### config.mk
export PLATFORM = sky130hd
export DESIGN_NAME = alarm_ringer
export DESIGN_NICKNAME = d
export VERILOG_FILES = /design/src/rtl/alarm_ringer_pkg.sv /design/src/rtl/alarm_tone_gen.sv /design/src/rtl/alarm_ringer.sv
export SDC_FILE = /design/constraint.sdc
export NUM_CORES = 1
export LEC_CHECK = 0
export ABC_CLOCK_PERIOD_IN_PS = 2600
export CAP_MARGIN = 20
export CORE_AREA = 5 5 82 84
export CTS_CLUSTER_SIZE = 10
export DETAILED_ROUTE_END_ITERATION = 16
export DIE_AREA = 0 0 87 89
export PLACE_DENSITY = 0.79
export REMOVE_ABC_BUFFERS = 1
export SYNTH_ARGS = -nofsm -noshare
export SYNTH_HDL_FRONTEND = slang
export SYNTH_HIERARCHICAL = 1
export SYNTH_SLANG_ARGS = --single-unit
export TNS_END_PERCENT = 10
### constraint.sdc
create_clock -name clk -period 2.6 [get_ports clk]
set_input_delay 0.52 -clock clk [delete_from_list [all_inputs] [get_ports clk]]
set_output_delay 0.52 -clock clk [all_outputs]
set_load 0.1 [all_outputs]
### src/rtl/alarm_ringer_pkg.sv
// alarm_ringer_pkg
//   Shared definitions for the alarm ringer slice: FSM state encodings,
//   default timing constants for a 50 MHz system clock, and a helper that
//   sizes counters from their terminal count.
//   No ports (package).
package alarm_ringer_pkg;

   typedef enum logic [1:0] {
      ST_IDLE   = 2'd0,
      ST_RING   = 2'd1,
      ST_SNOOZE = 2'd2
   } state_t;

   localparam int DEF_TONE_DIV    = 12500;      // 2 kHz tone half-period
   localparam int DEF_CADENCE_DIV = 12500000;   // 0.25 s beep on/off half-period
   localparam int DEF_RING_SEC    = 60;
   localparam int DEF_SNOOZE_SEC  = 300;
   localparam int DEF_MAX_SNOOZE  = 3;

   // Width of a counter that holds 0..limit-1; never narrower than one bit.
   function automatic int cnt_width(input int limit);
      if (limit < 2) begin
         return 1;
      end else begin
         return $clog2(limit);
      end
   endfunction

endpackage

### src/rtl/alarm_tone_gen.sv
// alarm_tone_gen
//   Tone and cadence generator for the buzzer. While run is high a tone
//   square wave (half-period TONE_DIV cycles) is gated on/off by a cadence
//   square wave (half-period CADENCE_DIV cycles). While run is low every
//   counter is held cleared, gate=1, tone=0 and the output is 0.
// Ports:
//   clk   in  system clock
//   rst   in  asynchronous active-high reset
//   run   in  high while the alarm is ringing
//   buzz  out registered tone & gate (one cycle behind tone/gate state)
module alarm_tone_gen
   import alarm_ringer_pkg::*;
#(
   parameter int TONE_DIV    = DEF_TONE_DIV,
   parameter int CADENCE_DIV = DEF_CADENCE_DIV
) (
   input  logic clk,
   input  logic rst,
   input  logic run,
   output logic buzz
);

   localparam int TONE_W = cnt_width(TONE_DIV);
   localparam int CAD_W  = cnt_width(CADENCE_DIV);

   localparam logic [TONE_W-1:0] TONE_LAST = TONE_W'(TONE_DIV - 1);
   localparam logic [TONE_W-1:0] TONE_ONE  = TONE_W'(1);
   localparam logic [CAD_W-1:0]  CAD_LAST  = CAD_W'(CADENCE_DIV - 1);
   localparam logic [CAD_W-1:0]  CAD_ONE   = CAD_W'(1);

   logic [TONE_W-1:0] tone_cnt_r;
   logic [CAD_W-1:0]  cad_cnt_r;
   logic              tone_r;
   logic              gate_r;
   logic              buzz_r;

   // Tone/cadence counters, their square waves, and the gated buzzer register.
   always_ff @(posedge clk or posedge rst) begin
      if (rst) begin
         tone_cnt_r <= '0;
         cad_cnt_r  <= '0;
         tone_r     <= 1'b0;
         gate_r     <= 1'b1;
         buzz_r     <= 1'b0;
      end else if (!run) begin
         tone_cnt_r <= '0;
         cad_cnt_r  <= '0;
         tone_r     <= 1'b0;
         gate_r     <= 1'b1;
         buzz_r     <= 1'b0;
      end else begin
         if (tone_cnt_r == TONE_LAST) begin
            tone_cnt_r <= '0;
            tone_r     <= ~tone_r;
         end else begin
            tone_cnt_r <= tone_cnt_r + TONE_ONE;
         end
         if (cad_cnt_r == CAD_LAST) begin
            cad_cnt_r <= '0;
            gate_r    <= ~gate_r;
         end else begin
            cad_cnt_r <= cad_cnt_r + CAD_ONE;
         end
         // Uses the pre-edge tone/gate, hence the one-cycle lag.
         buzz_r <= tone_r & gate_r;
      end
   end

   assign buzz = buzz_r;

endmodule

### src/rtl/alarm_ringer.sv
// alarm_ringer
//   Consumer end of the alarm enable line. A time-match pulse (with the
//   alarm enabled) starts ringing; the user can stop or snooze (a bounded
//   number of times per alarm event), and an unattended ring ends after
//   RING_SEC seconds. The buzzer pattern comes from alarm_tone_gen.
// Ports:
//   clk         in  system clock
//   rst         in  asynchronous active-high reset
//   alarm_en    in  alarm enable level
//   match       in  one-cycle pulse, current time == alarm time
//   sec_tick    in  one-cycle 1 Hz pulse
//   stop_key    in  one-cycle stop press
//   snooze_key  in  one-cycle snooze press
//   buzzer      out registered buzzer drive
//   ringing     out high while in RING
//   snoozing    out high while in SNOOZE
module alarm_ringer
   import alarm_ringer_pkg::*;
#(
   parameter int TONE_DIV    = DEF_TONE_DIV,
   parameter int CADENCE_DIV = DEF_CADENCE_DIV,
   parameter int RING_SEC    = DEF_RING_SEC,
   parameter int SNOOZE_SEC  = DEF_SNOOZE_SEC,
   parameter int MAX_SNOOZE  = DEF_MAX_SNOOZE
) (
   input  logic clk,
   input  logic rst,
   input  logic alarm_en,
   input  logic match,
   input  logic sec_tick,
   input  logic stop_key,
   input  logic snooze_key,
   output logic buzzer,
   output logic ringing,
   output logic snoozing
);

   localparam int RING_W = cnt_width(RING_SEC);
   localparam int SSEC_W = cnt_width(SNOOZE_SEC);
   localparam int SCNT_W = cnt_width(MAX_SNOOZE + 1);   // holds 0..MAX_SNOOZE

   localparam logic [RING_W-1:0] RING_LAST = RING_W'(RING_SEC - 1);
   localparam logic [RING_W-1:0] RING_ONE  = RING_W'(1);
   localparam logic [SSEC_W-1:0] SSEC_LAST = SSEC_W'(SNOOZE_SEC - 1);
   localparam logic [SSEC_W-1:0] SSEC_ONE  = SSEC_W'(1);
   localparam logic [SCNT_W-1:0] SCNT_MAX  = SCNT_W'(MAX_SNOOZE);
   localparam logic [SCNT_W-1:0] SCNT_ONE  = SCNT_W'(1);

   state_t            state_r;
   logic [RING_W-1:0] ring_sec_r;
   logic [SSEC_W-1:0] snooze_sec_r;
   logic [SCNT_W-1:0] snooze_cnt_r;
   logic              ringing_r;
   logic              snoozing_r;
   logic              run_s;

   // Ring/snooze FSM with second counters; ringing/snoozing track the next state.
   always_ff @(posedge clk or posedge rst) begin
      if (rst) begin
         state_r      <= ST_IDLE;
         ring_sec_r   <= '0;
         snooze_sec_r <= '0;
         snooze_cnt_r <= '0;
         ringing_r    <= 1'b0;
         snoozing_r   <= 1'b0;
      end else begin
         case (state_r)
            ST_IDLE: begin
               if (alarm_en && !stop_key && match) begin
                  // A sec_tick in this cycle is deliberately not counted.
                  state_r      <= ST_RING;
                  ringing_r    <= 1'b1;
                  snoozing_r   <= 1'b0;
                  ring_sec_r   <= '0;
                  snooze_sec_r <= '0;
                  snooze_cnt_r <= '0;
               end else begin
                  state_r    <= ST_IDLE;
                  ringing_r  <= 1'b0;
                  snoozing_r <= 1'b0;
               end
            end
            ST_RING: begin
               if (!alarm_en || stop_key) begin
                  state_r    <= ST_IDLE;
                  ringing_r  <= 1'b0;
                  snoozing_r <= 1'b0;
                  ring_sec_r <= '0;
               end else if (snooze_key && (snooze_cnt_r < SCNT_MAX)) begin
                  // Snooze wins over a coincident timeout tick.
                  state_r      <= ST_SNOOZE;
                  ringing_r    <= 1'b0;
                  snoozing_r   <= 1'b1;
                  snooze_cnt_r <= snooze_cnt_r + SCNT_ONE;
                  snooze_sec_r <= '0;
                  ring_sec_r   <= '0;
               end else if (sec_tick) begin
                  if (ring_sec_r == RING_LAST) begin
                     state_r    <= ST_IDLE;
                     ringing_r  <= 1'b0;
                     snoozing_r <= 1'b0;
                     ring_sec_r <= '0;
                  end else begin
                     ring_sec_r <= ring_sec_r + RING_ONE;
                     ringing_r  <= 1'b1;
                     snoozing_r <= 1'b0;
                  end
               end else begin
                  ringing_r  <= 1'b1;
                  snoozing_r <= 1'b0;
               end
            end
            ST_SNOOZE: begin
               if (!alarm_en || stop_key) begin
                  state_r      <= ST_IDLE;
                  ringing_r    <= 1'b0;
                  snoozing_r   <= 1'b0;
                  snooze_sec_r <= '0;
               end else if (sec_tick) begin
                  if (snooze_sec_r == SSEC_LAST) begin
                     // Back to ringing; snooze_cnt is kept for this event.
                     state_r      <= ST_RING;
                     ringing_r    <= 1'b1;
                     snoozing_r   <= 1'b0;
                     ring_sec_r   <= '0;
                     snooze_sec_r <= '0;
                  end else begin
                     snooze_sec_r <= snooze_sec_r + SSEC_ONE;
                     ringing_r    <= 1'b0;
                     snoozing_r   <= 1'b1;
                  end
               end else begin
                  ringing_r  <= 1'b0;
                  snoozing_r <= 1'b1;
               end
            end
            default: begin
               state_r      <= ST_IDLE;
               ringing_r    <= 1'b0;
               snoozing_r   <= 1'b0;
               ring_sec_r   <= '0;
               snooze_sec_r <= '0;
               snooze_cnt_r <= '0;
            end
         endcase
      end
   end

   // The tone generator runs only while the registered state is RING, so
   // its counters are already cleared on the edge that enters RING.
   assign run_s = (state_r == ST_RING);

   alarm_tone_gen #(
      .TONE_DIV    (TONE_DIV),
      .CADENCE_DIV (CADENCE_DIV)
   ) u_tone_gen (
      .clk  (clk),
      .rst  (rst),
      .run  (run_s),
      .buzz (buzzer)
   );

   assign ringing  = ringing_r;
   assign snoozing = snoozing_r;

endmodule

==> flow_metrics.py <==
metrics = {
    "yosys": {
        "netlist_top_cells_area": "dfrtp_1 45%, nor2_1 3.6%, nand3_1 3.5%, ha_1 3.3%, nand2_1 3.0%",
        "syn_area_per_cell_um2": 9.716,
        "synth_top_cells_by_count": "61 x dfrtp_1, 33 x nor2_1, 27 x nand2_1, 24 x nand3_1, 20 x inv_1",
        "synth.most_common_cell": "dfrtp_1",
        "synth_edf_count": 0,
        "synth_seq_cells": 62,
        "synth_async_sr_flop_share": 1.000,
        "synth_flop_cell": "dfrtp_1",
        "synth_area_um2": 3401,
        "ys_types": 64,
        "ys_warn_count": 6,
        "syn_inst": 350,
        "yosysSeqAreaShare": 0.4566,
        "yosys.area.top_type_share": 0.4489,
        "synth_top_area_cell": "dfrtp_1",
    },
    "drt": {
        "finalWirelength_mm": 6.395,
        "wl_per_cell_um": 14.47,
        "dr.first_iter.drc_count": 135,
        "dr.pass1.iters": 4,
        "via_per_inst": 5.876,
        "vias": 2597,
        "final_antenna_net_count": 0,
        "drc": 0,
    },
    "worst_setup_path": {
        "rr_endpoint": "u_tone_gen/cad_cnt_r[20]$_DFF_PP0_",
        "r2r_cells": 5,
        "crit_type": "reg2reg",
        "arrival_ps": 2440,
        "reg2reg_slack_ps": 420,
        "path_max_fanout": 9,
        "cp-start-kind": "flop",
        "required_ps": 2860,
        "r2r_start": "u_tone_gen/cad_cnt_r[0]$_DFF_PP0_",
        "cp-end-kind": "flop",
    },
    "floorplan": {
        "core_area_um2": 5851,
        "die_h_um": 89,
        "rows": 28,
        "die_w_um": 87,
        "start_util": 0.5813,
        "ios": 10,
        "die_area_um2": 7743,
    },
    "clocking": {
        "cts_tree": "built",
        "cts_setup_buffers": 0,
        "cts_buffers": 9,
        "ctsHoldBuffers": 0,
        "cts_buffer_depth": 2,
        "htree_levels": 3,
        "clock-root-buffer": "clkbuf_8",
        "worstSkewPairLatency_ps": 330,
        "cts_resized": 0,
        "clk_pin_slew_worst_paths_ps": 70,
        "cts_sinks": 62,
    },
    "sta": {
        "fin_tns_setup_ps": 0,
        "final.min_clock_period_ps": 2179,
        "setup_violations": 0,
        "rsz0062_at_grt": "false",
        "worst_slew_pin_slew_ps": 513.1,
        "fin_skew_ps": 10.27,
        "drv_slew": 0,
        "final-hold-violation-count": 0,
        "fmax_ghz": 0.4589,
        "slew_headroom": 0.6579,
        "fin_crit_sh": 0.8381,
    },
    "power_and_ir_drop": {
        "clkPwrFrac": 0.399,
        "p_int_w": 0.001362,
        "powerDensity_nw_per_um2": 480.2,
        "switchingPower_w": 0.0004293,
        "finalPower_w": 0.001791,
        "peakVddDrop_uv": 256.8,
        "power_frac_comb": 0.057,
        "netSwitchingFraction": 0.2397,
        "p_leak_nw": 1.498,
        "power.share.sequential": 0.544,
    },
    "layout": {
        "syn_to_final_growth_pct": 9.676,
        "drive_above_1_share": 0.1117,
        "design_area_um2": 3730,
        "num-nets-final": 380,
        "n_antenna_cell": 0,
        "fill_cells": 470,
    },
    "placement": {
        "port_buffers": 9,
        "gp_congestion": 0.8626,
        "dp_hpwl_mm": 4.540,
        "place_area_um2": 3567,
    },
    "flow_run": {
        "drv_cap": 0,
    },
    "hold_path": {
        "hold_end": "u_tone_gen/tone_cnt_r[0]$_DFF_PP0_",
        "min_path_cells": 1,
        "min_from": "u_tone_gen/tone_cnt_r[0]$_DFF_PP0_",
        "hp-class": "reg2reg",
    },
    "grt": {
        "grt_usage": 0.1869,
        "grt_max_degree": 42,
        "grt_pass1_vias": 2539,
        "grt-ovfl-total": 0,
        "antenna_found_initial": 0,
        "grt_pass1_wl_mm": 11.61,
    },
    "run_status": {
        "outcome": "completed",
    },
}
==> critical path: stages (launching register included) <==
cell and delay, ps:
dfrtp_1 390, ha_1 230, nand4_2 240, or3_1 580, or4_1 510, a21oi_1 160
==> power by group through the flow <==
stage                     Sequential [W]  Clock (W)  Combinational, W
after global placement          0.000992          0          0.000100
after global routing            0.000974   0.000787          0.000114
final                           0.000974   0.000716          0.000101
after detailed placement        0.000992          0          0.000103
after CTS                       0.000974   0.000738          0.000103
after floorplan                 0.000997          0         0.0000600
==> registers in the layout, indices dropped and copies added (netlist names), 2 cells and up <==
register / cells
u_tone_gen/cad_cnt_r: 24
u_tone_gen/tone_cnt_r: 14
snooze_sec_r: 9
ring_sec_r: 6
snooze_cnt_r: 2
state_r: 2
==> through the flow <==
step	util	hold WS (ps)	cells	setup WS [ps]
global route	0.6375	480.5	442	271.1
global placement	0.6097	438.1	428	352.7
detailed placement	0.6097	445.8	428	302.6
finish	0.6375	450.1	442	421.0
CTS	0.6375	455.6	442	408.1
floorplan	-	424.5	340	272.7
==> layout by cell type (no fill, tap or decap), types with 2 or more instances in the layout <==
master	count
a21oi_1	18
nand3_1	24
clkdlybuf4s50_1	6
and3_1	5
or4_1	9
and4bb_2	2
o22ai_1	4
nand3b_1	2
o31ai_1	9
buf_4	7
nand4_1	8
nor2_1	33
xor2_1	11
o2bb2ai_1	2
xnor2_1	11
a22o_1	2
and3b_2	3
clkbuf_8	10
dfrtp_1	61
nor4_1	7
o21ai_1	5
nand2b_1	5
clkinv_2	2
and2_1	4
or3_1	9
o21ai_0	9
nand2_1	27
nor3_1	3
and4_1	3
inv_1	20
ha_1	9
nor4b_1	2
clkinvlp_4	2
==> layer usage <==
layer / routed length (µm) / track usage
met1: 3103 / 0.2427
met2: 2998 / 0.3050
met3: 231 / 0.05714
met5: 0 / 0
met4: 62 / 0.05099
==> area by class of cell <==
class,count,area (µm²),area share
clock inverters,4,25.02,0.006709
flip-flops and latches,62,1553,0.4163
well taps,75,93.84,0.02516
multi-input cells,258,1733,0.4646
inverters,20,75.07,0.02013
clock buffers,10,137.6,0.03690
repair buffers,13,112.6,0.03019
==> worst max path at each step <==
stage | endpoint | depth (start not counted) | from
final | u_tone_gen/cad_cnt_r[20]$_DFF_PP0_ | 5 | u_tone_gen/cad_cnt_r[0]$_DFF_PP0_
after global routing | u_tone_gen/cad_cnt_r[20]$_DFF_PP0_ | 5 | u_tone_gen/cad_cnt_r[0]$_DFF_PP0_
after CTS | u_tone_gen/cad_cnt_r[20]$_DFF_PP0_ | 5 | u_tone_gen/cad_cnt_r[0]$_DFF_PP0_
after detailed placement | snooze_sec_r[5]$_DFFE_PP0P_ | 5 | alarm_en
after global placement | snooze_sec_r[0]$_DFFE_PP0P_ | 5 | sec_tick
after floorplan | u_tone_gen/cad_cnt_r[10]$_DFF_PP0_ | 4 | u_tone_gen/cad_cnt_r[14]$_DFF_PP0_
==> kinds of logic after synthesis <==
logic type                 after synthesis  synth area share
and+or+nand+nor                        157            0.2645
AOI/OAI and AO/OA                       67            0.1424
DFF                                     62            0.4566
buffers and inverters                   30           0.03716
xor gates and xnor gates                22           0.05666
adders and majority gates                9           0.03311
muxes                                    3          0.009566
Note: power is estimated with default switching activity, not from simulation.
